### src/rtl/gbvga_pkg.sv
// Shared Game Boy LCD / framebuffer geometry for the capture and VGA output stages.
package gbvga_pkg;

    localparam int unsigned GB_H_PIX   = 160;
    localparam int unsigned GB_V_LINES = 144;
    localparam int unsigned FB_ADDR_W  = 15;
    localparam int unsigned FB_DATA_W  = 2;

    // Counters must hold one past the last pixel/line to express overrun.
    localparam int unsigned X_W = 8;
    localparam int unsigned Y_W = 8;

    typedef struct packed {
        logic [FB_ADDR_W-1:0] addr;
        logic [FB_DATA_W-1:0] data;
    } fb_wr_t;

    function automatic logic [FB_ADDR_W-1:0] fb_addr(input logic [X_W-1:0] x,
                                                     input logic [Y_W-1:0] y);
        return FB_ADDR_W'(y) * FB_ADDR_W'(GB_H_PIX) + FB_ADDR_W'(x);
    endfunction

endpackage

### src/rtl/gb_sig_filter.sv
// Two-flop synchronizer plus FILTER_LEN-sample agreement filter with edge pulses.
module gb_sig_filter #(
    parameter int unsigned FILTER_LEN = 3
) (
    input  logic clk,
    input  logic rst_n,
    input  logic din,
    output logic level,
    output logic rise_c,
    output logic fall_c
);

    localparam int unsigned HW = FILTER_LEN - 1;

    logic          s1;
    logic          s2;
    logic [HW-1:0] hist;
    logic          all_one;
    logic          all_zero;

    always_ff @(posedge clk or negedge rst_n) begin
        if (!rst_n) begin
            s1    <= 1'b0;
            s2    <= 1'b0;
            hist  <= '0;
            level <= 1'b0;
        end else begin
            s1   <= din;
            s2   <= s1;
            hist <= HW'({hist, s2});
            if (rise_c) begin
                level <= 1'b1;
            end else if (fall_c) begin
                level <= 1'b0;
            end
        end
    end

    // Current sample plus the previous FILTER_LEN-1 must all agree.
    always_comb begin
        all_one  = s2 & (&hist);
        all_zero = ~(s2 | (|hist));
        rise_c   = all_one & ~level;
        fall_c   = all_zero & level;
    end

endmodule

### src/rtl/gb_lcd_capture.sv
// Captures the Game Boy LCD pixel stream into framebuffer write strobes (y*160+x).
module gb_lcd_capture
    import gbvga_pkg::*;
#(
    parameter int unsigned FILTER_LEN  = 3,
    parameter bit          INVERT_DATA = 1'b1
) (
    input  logic                 clk,
    input  logic                 rst_n,
    input  logic [FB_DATA_W-1:0] idata,
    input  logic                 iclk,
    input  logic                 ihsync,
    input  logic                 ivsync,
    output logic                 wr_en,
    output logic [FB_ADDR_W-1:0] wr_addr,
    output logic [FB_DATA_W-1:0] wr_data,
    output logic                 frame_start,
    output logic                 locked,
    output logic                 line_overrun,
    output logic                 frame_overrun
);

    localparam logic [X_W-1:0] X_END = X_W'(GB_H_PIX);
    localparam logic [Y_W-1:0] Y_END = Y_W'(GB_V_LINES);

    logic [FB_DATA_W-1:0] d_s1;
    logic [FB_DATA_W-1:0] d_s2;

    logic clk_level, clk_rise, pix_c;
    logic hs_level, hs_rise, hs_fall;
    logic vs_level, vs_rise, vs_fall;
    logic unused_filt;

    logic [X_W-1:0] x, x_n;
    logic [Y_W-1:0] y, y_n;
    logic           locked_n;
    fb_wr_t         wr_n;
    logic           wr_en_n;
    logic           line_overrun_n;
    logic           frame_overrun_n;

    gb_sig_filter #(.FILTER_LEN(FILTER_LEN)) u_clk_filt (
        .clk(clk), .rst_n(rst_n), .din(iclk),
        .level(clk_level), .rise_c(clk_rise), .fall_c(pix_c)
    );

    gb_sig_filter #(.FILTER_LEN(FILTER_LEN)) u_hs_filt (
        .clk(clk), .rst_n(rst_n), .din(ihsync),
        .level(hs_level), .rise_c(hs_rise), .fall_c(hs_fall)
    );

    gb_sig_filter #(.FILTER_LEN(FILTER_LEN)) u_vs_filt (
        .clk(clk), .rst_n(rst_n), .din(ivsync),
        .level(vs_level), .rise_c(vs_rise), .fall_c(vs_fall)
    );

    assign unused_filt = ^{clk_level, clk_rise, hs_level, hs_fall, vs_level, vs_fall};

    // Vsync is applied first so a coincident pixel lands at address 0;
    // hsync is applied last so a coincident pixel stays on the current line.
    always_comb begin
        x_n             = x;
        y_n             = y;
        locked_n        = locked;
        wr_en_n         = 1'b0;
        wr_n.addr       = wr_addr;
        wr_n.data       = wr_data;
        line_overrun_n  = line_overrun;
        frame_overrun_n = frame_overrun;

        if (vs_rise) begin
            x_n      = '0;
            y_n      = '0;
            locked_n = 1'b1;
        end

        if (pix_c && locked_n) begin
            if (x_n == X_END) begin
                line_overrun_n = 1'b1;
            end
            if (y_n == Y_END) begin
                frame_overrun_n = 1'b1;
            end
            if ((x_n < X_END) && (y_n < Y_END)) begin
                wr_en_n   = 1'b1;
                wr_n.addr = fb_addr(x_n, y_n);
                wr_n.data = INVERT_DATA ? ~d_s2 : d_s2;
                x_n       = x_n + X_W'(1);
            end
        end

        if (hs_rise && !vs_rise && locked_n) begin
            if ((x_n != '0) && (y_n != Y_END)) begin
                y_n = y_n + Y_W'(1);
            end
            x_n = '0;
        end
    end

    always_ff @(posedge clk or negedge rst_n) begin
        if (!rst_n) begin
            d_s1          <= '0;
            d_s2          <= '0;
            x             <= '0;
            y             <= '0;
            locked        <= 1'b0;
            wr_en         <= 1'b0;
            wr_addr       <= '0;
            wr_data       <= '0;
            frame_start   <= 1'b0;
            line_overrun  <= 1'b0;
            frame_overrun <= 1'b0;
        end else begin
            d_s1          <= idata;
            d_s2          <= d_s1;
            x             <= x_n;
            y             <= y_n;
            locked        <= locked_n;
            wr_en         <= wr_en_n;
            wr_addr       <= wr_n.addr;
            wr_data       <= wr_n.data;
            frame_start   <= vs_rise;
            line_overrun  <= line_overrun_n;
            frame_overrun <= frame_overrun_n;
        end
    end

endmodule

### config.mk
export PLATFORM = sky130hd
export DESIGN_NAME = gb_lcd_capture
export DESIGN_NICKNAME = d
export VERILOG_FILES = /design/src/rtl/gbvga_pkg.sv /design/src/rtl/gb_sig_filter.sv /design/src/rtl/gb_lcd_capture.sv
export SDC_FILE = /design/constraint.sdc
export NUM_CORES = 1
export LEC_CHECK = 0
export CORE_MARGIN = 2
export CORE_UTILIZATION = 34
export DETAILED_ROUTE_END_ITERATION = 10
export SYNTH_ARGS = -nofsm -noshare
export SYNTH_HDL_FRONTEND = slang
export SYNTH_HIERARCHICAL = 1
export SYNTH_SLANG_ARGS = --single-unit
### constraint.sdc
create_clock -name clk -period 4.9 [get_ports clk]
set_input_delay 0.98 -clock clk [delete_from_list [all_inputs] [get_ports clk]]
set_output_delay 0.98 -clock clk [all_outputs]
set_load 0.01 [all_outputs]
Word-level counts from Yosys, hierarchy flattened
Index checks and enable logic that the tools add are counted.
Widths: inputs -> output; s select.
{ "totals": {"regBits": 57, "in_bits": 7, "output_inout_bits": 22, "wordCells": 86} }
{ "op_classes": {"n_addsub": 3, "multipliers": 1, "order_cmp": 2, "n_eq_ne": 3, "muxes": 16, "bitwise_logic": 19, "n_reduce_logical": 19} }
{ "op_table": {"columns": ["operator", "count"], "rows": [
  ["$mux 8", 7],
  ["$add 8x1->8 const B", 2],
  ["$eq 8x8->1 const B", 2],
  ["$lt 8x8->1 const B", 2],
  ["$add 15x8->15", 1],
  ["$reduce_and 2->1", 6],
  ["$mul 8x3->10 const B", 1],
  ["$and 1x1->1", 9],
  ["$mux 1", 9],
  ["$ne 8x8->1 const B", 1],
  ["$reduce_bool 8->1", 1],
  ["$not 1->1", 6],
  ["$reduce_bool 2->1", 3],
  ["$reduce_or 2->1", 3],
  ["$logic_and 1x1->1", 5],
  ["$or 1x1->1", 3],
  ["$not 2->2", 1],
  ["$logic_not 1->1", 1]
]} }

Logic depth before layout (Yosys ltp)
Gate-level depths: netlist of the first run.
{ "depth": {"depth_word": 12, "depth_mapped": 14, "mapped_depth_nobuf": 13} }

Hierarchy
Netlist of the first run, hierarchy kept.
{ "modules_own_cells": {"columns": ["module", "instances", "cells_per_inst", "area_each_um2", "seq_area_each_um2"], "rows": [
  ["gb_lcd_capture", 1, 263, 2436.1, 1051.0],
  ["gb_sig_filter", 3, 12, 172.7, 125.1]
]} }

Worst setup path before layout of the first run
OpenSTA, ideal clock, no wires.
{ "synth_path": {"path_type": "reg-to-reg", "start": "register u_vs_filt.s2", "end": "register wr_addr[14]", "setup_ns": 0.133, "arrival_time_ns": 2.967, "t_required_ns": 4.767, "slack_ns": 1.799, "path_stages_with_launch": 15, "cell_sequence": "dfrtp_1 > nand2_1 > nor3_2 > clkbuf_1 > clkbuf_1 > nor2_1 > ha_1 > fa_1 > a21o_1 > a21oi_1 > o21bai_1 > a21oi_1 > xnor2_1 > xnor2_1 > o21ai_0"} }
{ "synth_between": {"elab_chain_len": 6, "word_cells_on_any_way": 12} }
{ "synth_lines": {"columns": ["item", "line", "text"], "rows": [
  ["from (decl)", "gb_sig_filter.sv:16", "logic s2;"],
  ["from (signal assigned)", "gb_sig_filter.sv:24", "s2 <= 1'b0;"],
  ["from (signal assigned)", "gb_sig_filter.sv:29", "s2 <= s1;"],
  ["$and 1x1->1 *", "gb_sig_filter.sv:41", "all_one = s2 & (&hist);"],
  ["$and 1x1->1 *", "gb_sig_filter.sv:43", "rise_c = all_one & ~level;"],
  ["via vs_rise", "gb_lcd_capture.sv:31", "logic vs_level, vs_rise, vs_fall;"],
  ["parallel branches: the longest is 4 deep, another holds $add 15x8->15", null, null],
  ["to (signal assigned)", "gb_lcd_capture.sv:120", "wr_addr <= wr_n.addr;"],
  ["to (decl)", "gb_lcd_capture.sv:15", "output logic [FB_ADDR_W-1:0] wr_addr,"]
]} }
Mark *: on every way through the listed nets, which the timed path passes.
A chain may end at the register's enable or synchronous reset.

Final worst setup path of the first run
{ "layout_path": {"start": "register u_vs_filt.level", "end": "register y[5]"} }
{ "layout_between": {"elab_chain_len": 11, "word_cells_on_any_way": 21} }
{ "layout_lines": {"columns": ["item", "line", "text"], "rows": [
  ["from (decl)", "gb_sig_filter.sv:8", "output logic level,"],
  ["from (signal assigned)", "gb_sig_filter.sv:26", "level <= 1'b0;"],
  ["from (signal assigned)", "gb_sig_filter.sv:32", "level <= 1'b1;"],
  ["from (signal assigned)", "gb_sig_filter.sv:34", "level <= 1'b0;"],
  ["$not 1->1 *", "gb_sig_filter.sv:43", null],
  ["$and 1x1->1 *", "gb_sig_filter.sv:43", null],
  ["via vs_rise", "gb_lcd_capture.sv:31", null],
  ["$mux 8", "gb_lcd_capture.sv:71", "if (vs_rise) begin"],
  ["$lt 8x8->1", "gb_lcd_capture.sv:84", "if ((x_n < X_END) && (y_n < Y_END)) begin"],
  ["$logic_and 1x1->1", "gb_lcd_capture.sv:84", null],
  ["$mux 8", "gb_lcd_capture.sv:84", null],
  ["$mux 8", "gb_lcd_capture.sv:77", "if (pix_c && locked_n) begin"],
  ["$reduce_bool 8->1", "gb_lcd_capture.sv:93", "if ((x_n != '0) && (y_n != Y_END)) begin"],
  ["$logic_and 1x1->1", "gb_lcd_capture.sv:93", null],
  ["$mux 8", "gb_lcd_capture.sv:93", null],
  ["$mux 8 *", "gb_lcd_capture.sv:92", "if (hs_rise && !vs_rise && locked_n) begin"],
  ["via y_n[5]", "gb_lcd_capture.sv:35", "logic [Y_W-1:0] y, y_n;"],
  ["to (signal assigned)", "gb_lcd_capture.sv:117", "y <= y_n;"],
  ["to (decl)", "gb_lcd_capture.sv:35", null]
]} }
The timed path passes the listed nets; every way through them passes the cells marked *.

==> results.yml, run 1 <==
sta:
  final_hold_viol_count: 0
  relSlewSlack_pct: 37.1
  fin_crit_sh_pct: 72.7
  tns_ns: 0
  setup_viol: 0
  fin_skew_ns: 0.00639
  slew_viol_final: 0
  rsz0062_at_grt: "false"
  fmax_mhz: 281
  period_minus_slack_ns: 3.56
  worst_slew_pin_slew_ns: 0.944
clocking:
  clock_latency_ns: 0.34
  h-tree-depth: 3
  clkSinkCount: 57
  cts_setup_buffers: 0
  cts_tree: "yes"
  numCtsBuffers: 9
  cts_hold_buffers: 0
  cts.repair.resized: 0
  root_buffer: "clkbuf_8"
  clk_path_buf_depth: 2
  cts.clk_slew.worst_paths_ns: 0.06
worst_setup_path:
  crit_family: "simple AND/OR/NAND/NOR gates"
  setup.worst_path.start_class: "register"
  slowest_stage: "nor4b_2"
  path_depth: 12
  rr_startpoint: "u_vs_filt/level"
  end_kind: "register"
  endpoint: "y[5]"
  slowest_delay_ns: 0.76
  worst_ep_required_time_ns: 5.12
  critPathBufInv: 2
  arrival_ns: 3.78
  r2r-end: "y[5]"
  path_class: "register to register"
  crit_start: "u_vs_filt/level"
  path_cells: "nor3_2, inv_1, nand2_1, inv_1, ha_1, nand3_1, xnor2_1, nor4_1, mux2i_1, nor4b_2, nor3_1, mux2_4"
  path_max_fanout: 11
  r2r_cells: 12
  path_common_cell: "inv_1"
  regToRegSetupSlack_ns: 1.34
final_layout:
  syn2layout_area_growth_pct: 20.9
  drive_gt1_share_pct: 9.42
  final_nets: 344
  nFillCells: 808
  num_antenna_cells: 0
logic_synthesis:
  avgSynthCellArea_sq_um: 9.87
  synth_nets: 315
  syn_area_sq_um: 2910
  synthCells: 295
  ys_warn_count: 6
global_route:
  grt_max_degree: 58
  grt_util_all_layers_pct: 13.9
  grt_util_met2_pct: 20.4
  use_met1_pct: 19.1
  grt-ovfl-total: 0
  grt_pass1_wl_mm: 9.83
  gr-usage-met3_pct: 3.88
  busiest_layer: "met2"
  grt_pass1_vias: 2130
  antenna_found_initial: 0
floorplanning:
  die_area_sq_um: 9320
  initial_core_util_pct: 35.2
  placeableCoreArea_sq_um: 8260
  die_h_microns: 96.5
  fp-row-count: 33
  ios: 29
  die_w_microns: 96.5
routing:
  avgViaCountPerCell: 4.88
  drc: 0
  dr.first_iter.drc_count: 119
  wl_mm: 5.56
  wl_per_cell_microns: 12.8
  vias: 2120
  postRouteAntennaNets: 0
  first_pass_iters: 4
worst_hold_path:
  min_path_type: "register to register"
run_status:
  status: "finished, final reports clean"
power:
  pwr_density_cell_nw_per_um2: 373
  p_leak_nw: 1.60
  total_power_w: 0.00131
  vdd_drop_max_mv: 0.179
run:
  maxCapViolations: 0
placement:
  hpwl_mm: 3.92
  routabilityCongestion: 0.826
  portBuffers: 28
## cells in the final DEF, fill, tap and decap left out, types with 2 or more instances in the layout
| cell type | n |
|---|---|
| nand3_1 | 7 |
| xor2_1 | 11 |
| nand4_1 | 2 |
| o21ai_1 | 4 |
| inv_1 | 11 |
| clkbuf_8 | 12 |
| or3_1 | 2 |
| and3_1 | 2 |
| nor2_1 | 20 |
| a31oi_1 | 2 |
| a21oi_1 | 12 |
| nor3_2 | 3 |
| clkdlybuf4s50_1 | 27 |
| or4_1 | 2 |
| nand2_1 | 43 |
| nor4b_2 | 2 |
| dfrtp_1 | 57 |
| and2_1 | 4 |
| ha_1 | 12 |
| nor3_1 | 6 |
| nor4_1 | 5 |
| nor2b_1 | 10 |
| buf_4 | 2 |
| nand3b_1 | 2 |
| xnor2_1 | 19 |
| mux2i_1 | 3 |
| bufinv_16 | 2 |
| o21ai_0 | 20 |
| a21o_1 | 2 |
## metrics by stage
step / hold slack [ns] / setup slack, ns / std cells / util [%] / area [sq um]
2_1_floorplan: 0.331 / 1.81 / 295 / - / 2910
3_3_place_gp: 0.333 / 1.44 / 418 / 39.7 / 3280
3_5_place_dp: 0.337 / 1.34 / 418 / 39.7 / 3280
4_1_cts: 0.352 / 1.36 / 434 / 42.6 / 3520
5_1_grt: 0.351 / 1.04 / 434 / 42.6 / 3520
6_report: 0.348 / 1.34 / 434 / 42.6 / 3520
## state kept, by name, summed over array words and instances, names as in the netlist
signal / cells
locked: 1
x: 8
line_overrun: 1
frame_start: 1
frame_overrun: 1
u_vs_filt/s1: 1
u_clk_filt/level: 1
u_clk_filt/s2: 1
u_hs_filt/s2: 1
u_vs_filt/s2: 1
u_clk_filt/s1: 1
d_s2: 2
u_hs_filt/s1: 1
wr_data: 2
u_hs_filt/hist: 2
u_vs_filt/level: 1
u_vs_filt/hist: 2
u_hs_filt/level: 1
wr_addr: 15
wr_en: 1
d_s1: 2
y: 8
u_clk_filt/hist: 2
## worst min path at each step
stage | start | end | slack (ns) | cells past startpoint
2_1_floorplan | d_s1[0] | d_s2[0] | 0.33 | 0
3_3_place_gp | d_s1[1] | d_s2[1] | 0.33 | 0
3_5_place_dp | u_clk_filt/s1 | u_clk_filt/s2 | 0.34 | 0
4_1_cts | u_clk_filt/s1 | u_clk_filt/s2 | 0.35 | 0
5_1_grt | d_s1[0] | d_s2[0] | 0.35 | 0
6_report | d_s1[0] | d_s2[0] | 0.35 | 0
## per-layer routing
metal	part of all wire (%)	wire (microns)
met1	50	2800
met2	44	2430
met3	4.2	233
met4	1.8	100
met5	0	0
## report_power, final
part / leakage (nW) / internal (W) / switching (W) / total, W
Clock: 0.123 / 0.000328 / 0.000187 / 0.000515
Combinational: 0.741 / 0.000108 / 0.000124 / 0.000232
Sequential: 0.737 / 0.000518 / 0.0000471 / 0.000566
## area by class of cell
| cell class | count | area, sq um | share of cell area (%) |
|---|---|---|---|
| Tap cell | 105 | 131 | 3.74 |
| Clock inverter | 4 | 73.8 | 2.10 |
| Timing Repair Buffer | 30 | 290 | 8.25 |
| Sequential cell | 57 | 1430 | 40.6 |
| Multi-Input combinational cell | 214 | 1390 | 39.4 |
| Clock buffer | 12 | 165 | 4.70 |
| Inverter | 12 | 45.0 | 1.28 |
Power figures use the tool's default switching activity.
==> run 2: changes to the inputs <==
==> constraint.sdc (replaced) <==
create_clock -name clk -period 3.45 [get_ports clk]
set_input_delay 0.69 -clock clk [delete_from_list [all_inputs] [get_ports clk]]
set_output_delay 0.69 -clock clk [all_outputs]
set_load 0.01 [all_outputs]
==> results.yml, run 2 (synthesis gave the netlist of run 1 again) <==
run_status:
  status: "finished, final reports clean"
routing:
  wl_per_cell_microns: 13.2
  wl_met3_microns: 278
  dr.max_layer_used: "met4"
  wl_met2_mm: 2.60
  wl_mm: 5.80
  first_pass_iters: 4
  drc: 0
  wl_met1_mm: 2.84
  avgViaCountPerCell: 4.92
  postRouteAntennaNets: 0
  dr.first_iter.drc_count: 168
  vias: 2159
power:
  vdd_drop_max_mv: 0.284
  p_leak_nw: 1.63
  total_power_w: 0.00197
  pwr_density_cell_nw_per_um2: 551
sta:
  fmax_mhz: 344
  period_minus_slack_ns: 2.91
  fin_crit_sh_pct: 84.3
  relSlewSlack_pct: 44.6
  tns_ns: 0
  fin_skew_ns: 0.00853
  final_hold_viol_count: 0
  worst_slew_pin_slew_ns: 0.832
  rsz0062_at_grt: "false"
  slew_viol_final: 0
  setup_viol: 0
worst_setup_path:
  slowest_delay_ns: 0.41
  path_cells: "nand2_1, nor3_2, buf_4, nor2b_1, and2_1, ha_1, a21o_1, a21oi_1, xnor2_1, and3_1, nand4_1, xnor2_1, o21ai_0"
  path_depth: 13
  endpoint: "wr_addr[14]"
  r2r-end: "wr_addr[14]"
  r2r_cells: 13
  crit_family: "simple AND/OR/NAND/NOR gates"
  rr_startpoint: "u_vs_filt/s2"
  path_common_cell: "xnor2_1"
  regToRegSetupSlack_ns: 0.54
  end_kind: "register"
  worst_ep_required_time_ns: 3.65
  arrival_ns: 3.11
  path_max_fanout: 14
  path_class: "register to register"
  slowest_stage: "dfrtp_1"
  setup.worst_path.start_class: "register"
  crit_start: "u_vs_filt/s2"
  critPathBufInv: 1
clocking:
  numCtsBuffers: 9
  cts_hold_buffers: 0
  cts.repair.resized: 0
  clkSinkCount: 57
  cts.clk_slew.worst_paths_ns: 0.07
  h-tree-depth: 3
  cts_setup_buffers: 0
  cts_tree: "yes"
  clk_path_buf_depth: 2
  root_buffer: "clkbuf_8"
  clock_latency_ns: 0.33
final_layout:
  final_nets: 349
  top_register: "wr_addr"
  final_common_cell: "dfrtp_1"
  num_antenna_cells: 0
  syn2layout_area_growth_pct: 22.7
  drive_gt1_share_pct: 10.5
  postLayoutCoreUtil_pct: 43.2
  reg.largest.list: "wr_addr (15), x (8), y (8)"
  stdcell_area_sq_um: 3570
  final_cell_mix: "57 x dfrtp_1, 43 x nand2_1, 27 x clkdlybuf4s50_1"
  largest_reg_flops: 15
  nFillCells: 821
global_route:
  grt_pass1_wl_mm: 10.4
  grt_max_degree: 38
  antenna_found_initial: 0
  grt_util_all_layers_pct: 14.5
  grt-ovfl-total: 0
  grt_pass1_vias: 2168
floorplanning:
  ios: 29
  die_h_microns: 96.5
  initial_core_util_pct: 35.2
  placeableCoreArea_sq_um: 8260
  die_area_sq_um: 9320
  fp-row-count: 33
  die_w_microns: 96.5
placement:
  hpwl_mm: 4.13
  routabilityCongestion: 0.823
  postPlaceCellArea_sq_um: 3320
  portBuffers: 28
worst_hold_path:
  min_path_type: "register to register"
run:
  maxCapViolations: 0
## run 2: cell count changes in the layout (fill, tap and decap cells not counted)
| cell | change |
|---|---|
| clkbuf_1 | +1 |
| buf_4 | +5 |
| clkbuf_8 | -1 |
| clkinv_2 | -1 |
| bufinv_16 | +1 |
## run 2: worst min path at each step
| stage | start | endpoint | cells after the start |
|---|---|---|---|
| 2_1_floorplan | d_s1[0] | d_s2[0] | 0 |
| 3_3_place_gp | u_hs_filt/s1 | u_hs_filt/s2 | 0 |
| 3_5_place_dp | d_s1[0] | d_s2[0] | 0 |
| 4_1_cts | d_s1[0] | d_s2[0] | 0 |
| 5_1_grt | u_hs_filt/s1 | u_hs_filt/s2 | 0 |
| 6_report | d_s1[0] | d_s2[0] | 0 |
## run 2: cell type report
type	count	area [sq um]	area share, %
flip-flops and latches	57	1430	40.0
multi-input cells	214	1390	38.8
repair buffers	35	328	9.18
clock buffers	12	155	4.35
well taps	105	131	3.68
clock inverters	4	98.8	2.77
inverters	12	45.0	1.26
## run 2: layer usage
layer | global-route usage [%] | vias up
li1 | - | 1076
met3 | 4.81 | 9
met2 | 21.5 | 41
met1 | 20.3 | 1033
met5 | 0 | -
met4 | 4.23 | 0
## run 2: report_power, final
part	leakage (nW)	internal [W]	switching (W)
sequential	0.737	0.000736	0.0000656
combinational	0.765	0.000180	0.000190
clock	0.127	0.000521	0.000273
total	1.63	0.00144	0.000529
## run 2: metrics by stage
step                cells  setup slack [ns]  hold slack (ns)
floorplan             295             0.361            0.331
global placement      423             0.638            0.333
detailed placement    423             0.566            0.336
CTS                   439             0.541            0.350
global route          439             0.287            0.363
finish                439             0.543            0.348
==> run 3: changes to the inputs <==
==> constraint.sdc (replaced) <==
create_clock -name clk -period 2.9 [get_ports clk]
set_input_delay 0.58 -clock clk [delete_from_list [all_inputs] [get_ports clk]]
set_output_delay 0.58 -clock clk [all_outputs]
set_load 0.01 [all_outputs]
==> results.yml, run 3 (synthesis gave the netlist of run 1 again) <==
routing:
  wl_mm: 5.82
  wl_met2_mm: 2.55
  postRouteAntennaNets: 0
  drc: 0
  vias: 2159
  wl_met1_mm: 3.00
  avgViaCountPerCell: 4.79
  dr.first_iter.drc_count: 126
  first_pass_iters: 4
  wl_met3_microns: 191
  wl_per_cell_microns: 12.9
  dr.max_layer_used: "met4"
sta:
  rsz0062_at_grt: "true"
  slew_viol_final: 0
  fmax_mhz: 360
  setup_viol: 0
  tns_ns: 0
  worst_slew_pin_slew_ns: 0.723
  final_hold_viol_count: 0
  fin_crit_sh_pct: 95.8
  fin_skew_ns: 0.0112
  period_minus_slack_ns: 2.78
  fin_hold_ws_ns: 0.348
  relSlewSlack_pct: 51.8
floorplanning:
  initial_core_util_pct: 35.2
  ios: 29
  die_w_microns: 96.5
  die_area_sq_um: 9320
  die_h_microns: 96.5
  placeableCoreArea_sq_um: 8260
  fp-row-count: 33
run:
  maxCapViolations: 0
clocking:
  clk_path_buf_depth: 2
  cts_hold_buffers: 0
  numCtsBuffers: 9
  clock_latency_ns: 0.34
  clkSinkCount: 57
  root_buffer: "clkbuf_8"
  cts_tree: "yes"
  cts.clk_slew.worst_paths_ns: 0.07
  h-tree-depth: 3
global_route:
  grt_max_degree: 58
  grt_pass1_vias: 2102
  grt-ovfl-total: 0
  antenna_found_initial: 0
  grt_util_all_layers_pct: 13.9
  grt_pass1_wl_mm: 9.88
final_layout:
  postLayoutCoreUtil_pct: 45.5
  instances_no_fill: 451
  num_antenna_cells: 0
  final_nets: 361
  drive_gt1_share_pct: 20.8
  final_common_cell: "dfrtp_1"
  final_cell_mix: "57 x dfrtp_1, 40 x nand2_1, 27 x clkdlybuf4s50_1"
  reg.largest.list: "wr_addr (15), x (8), y (8)"
  top_register: "wr_addr"
  syn2layout_area_growth_pct: 29.1
  largest_reg_flops: 15
worst_setup_path:
  r2r-end: "y[3]"
  arrival_ns: 3.04
  regToRegSetupSlack_ns: 0.12
  end_kind: "register"
  path_max_fanout: 6
  worst_ep_required_time_ns: 3.16
  rr_startpoint: "u_vs_filt/s2"
  r2r_cells: 12
  setup.worst_path.start_class: "register"
  path_class: "register to register"
power:
  pwr_density_cell_nw_per_um2: 582
  vdd_drop_max_mv: 0.239
  total_power_w: 0.00219
  p_leak_nw: 1.70
worst_hold_path:
  worstHoldPathCells: 0
  hold_end: "u_hs_filt/s2"
  min_path_type: "register to register"
  hold_start: "u_hs_filt/s1"
placement:
  hpwl_mm: 3.94
  routabilityCongestion: 0.826
  dp.cells: 428
  portBuffers: 28
run_status:
  status: "finished, final reports clean"
## run 3: layer usage
metal	up-vias	global-route usage, %
li1	1097	-
met2	41	20.0
met3	8	2.79
met5	-	0
met1	1013	19.9
met4	0	6.69
## run 3: worst max-delay path by stage
stage / start / endpoint / slack, ns
finish: u_vs_filt/s2 / y[3] / 0.12
global route: u_vs_filt/s2 / y[2] / -0.05
CTS: u_vs_filt/s2 / wr_addr[14] / 0.02
detailed placement: u_vs_filt/s2 / wr_addr[14] / 0.03
global placement: u_vs_filt/level / y[5] / 0.09
floorplan: u_vs_filt/level / wr_addr[14] / 0.05
## run 3: worst max-delay path: stages, from the launching register on
cell	delay (ns)
dfrtp_1	0.41
nand2_2	0.10
nor3_4	0.04
buf_4	0.16
buf_6	0.13
or2b_4	0.29
o21ai_4	0.21
or2_1	0.18
mux2i_2	0.27
nor4b_4	0.09
buf_4	0.17
or4_1	0.50
a21oi_1	0.15
## run 3: per-stage QoR
stage / setup WS (ns) / instance area (sq um)
floorplan: 0.0473 / 2920
global placement: 0.0858 / 3360
detailed placement: 0.0310 / 3360
CTS: 0.0208 / 3560
global route: -0.0497 / 3760
finish: 0.122 / 3760
## run 3: what timing repair did
item | in CTS | in global routing
buffers inserted | 0 | 6
gates resized for setup | 0 | 31
setup endpoints to repair | 0 | 12
## run 3: cell type report
cell class / instances / area (sq um)
Fill cell: 805 / 4500
Multi-Input combinational cell: 214 / 1530
Sequential cell: 57 / 1430
Timing Repair Buffer: 47 / 419
Clock buffer: 10 / 138
Tap cell: 105 / 131
Clock inverter: 6 / 67.6
Inverter: 12 / 45.0
## run 3: power breakdown
| part | internal, W | switching [W] |
|---|---|---|
| logic | 0.000238 | 0.000241 |
| registers | 0.000875 | 0.0000835 |
| clock network | 0.000421 | 0.000327 |
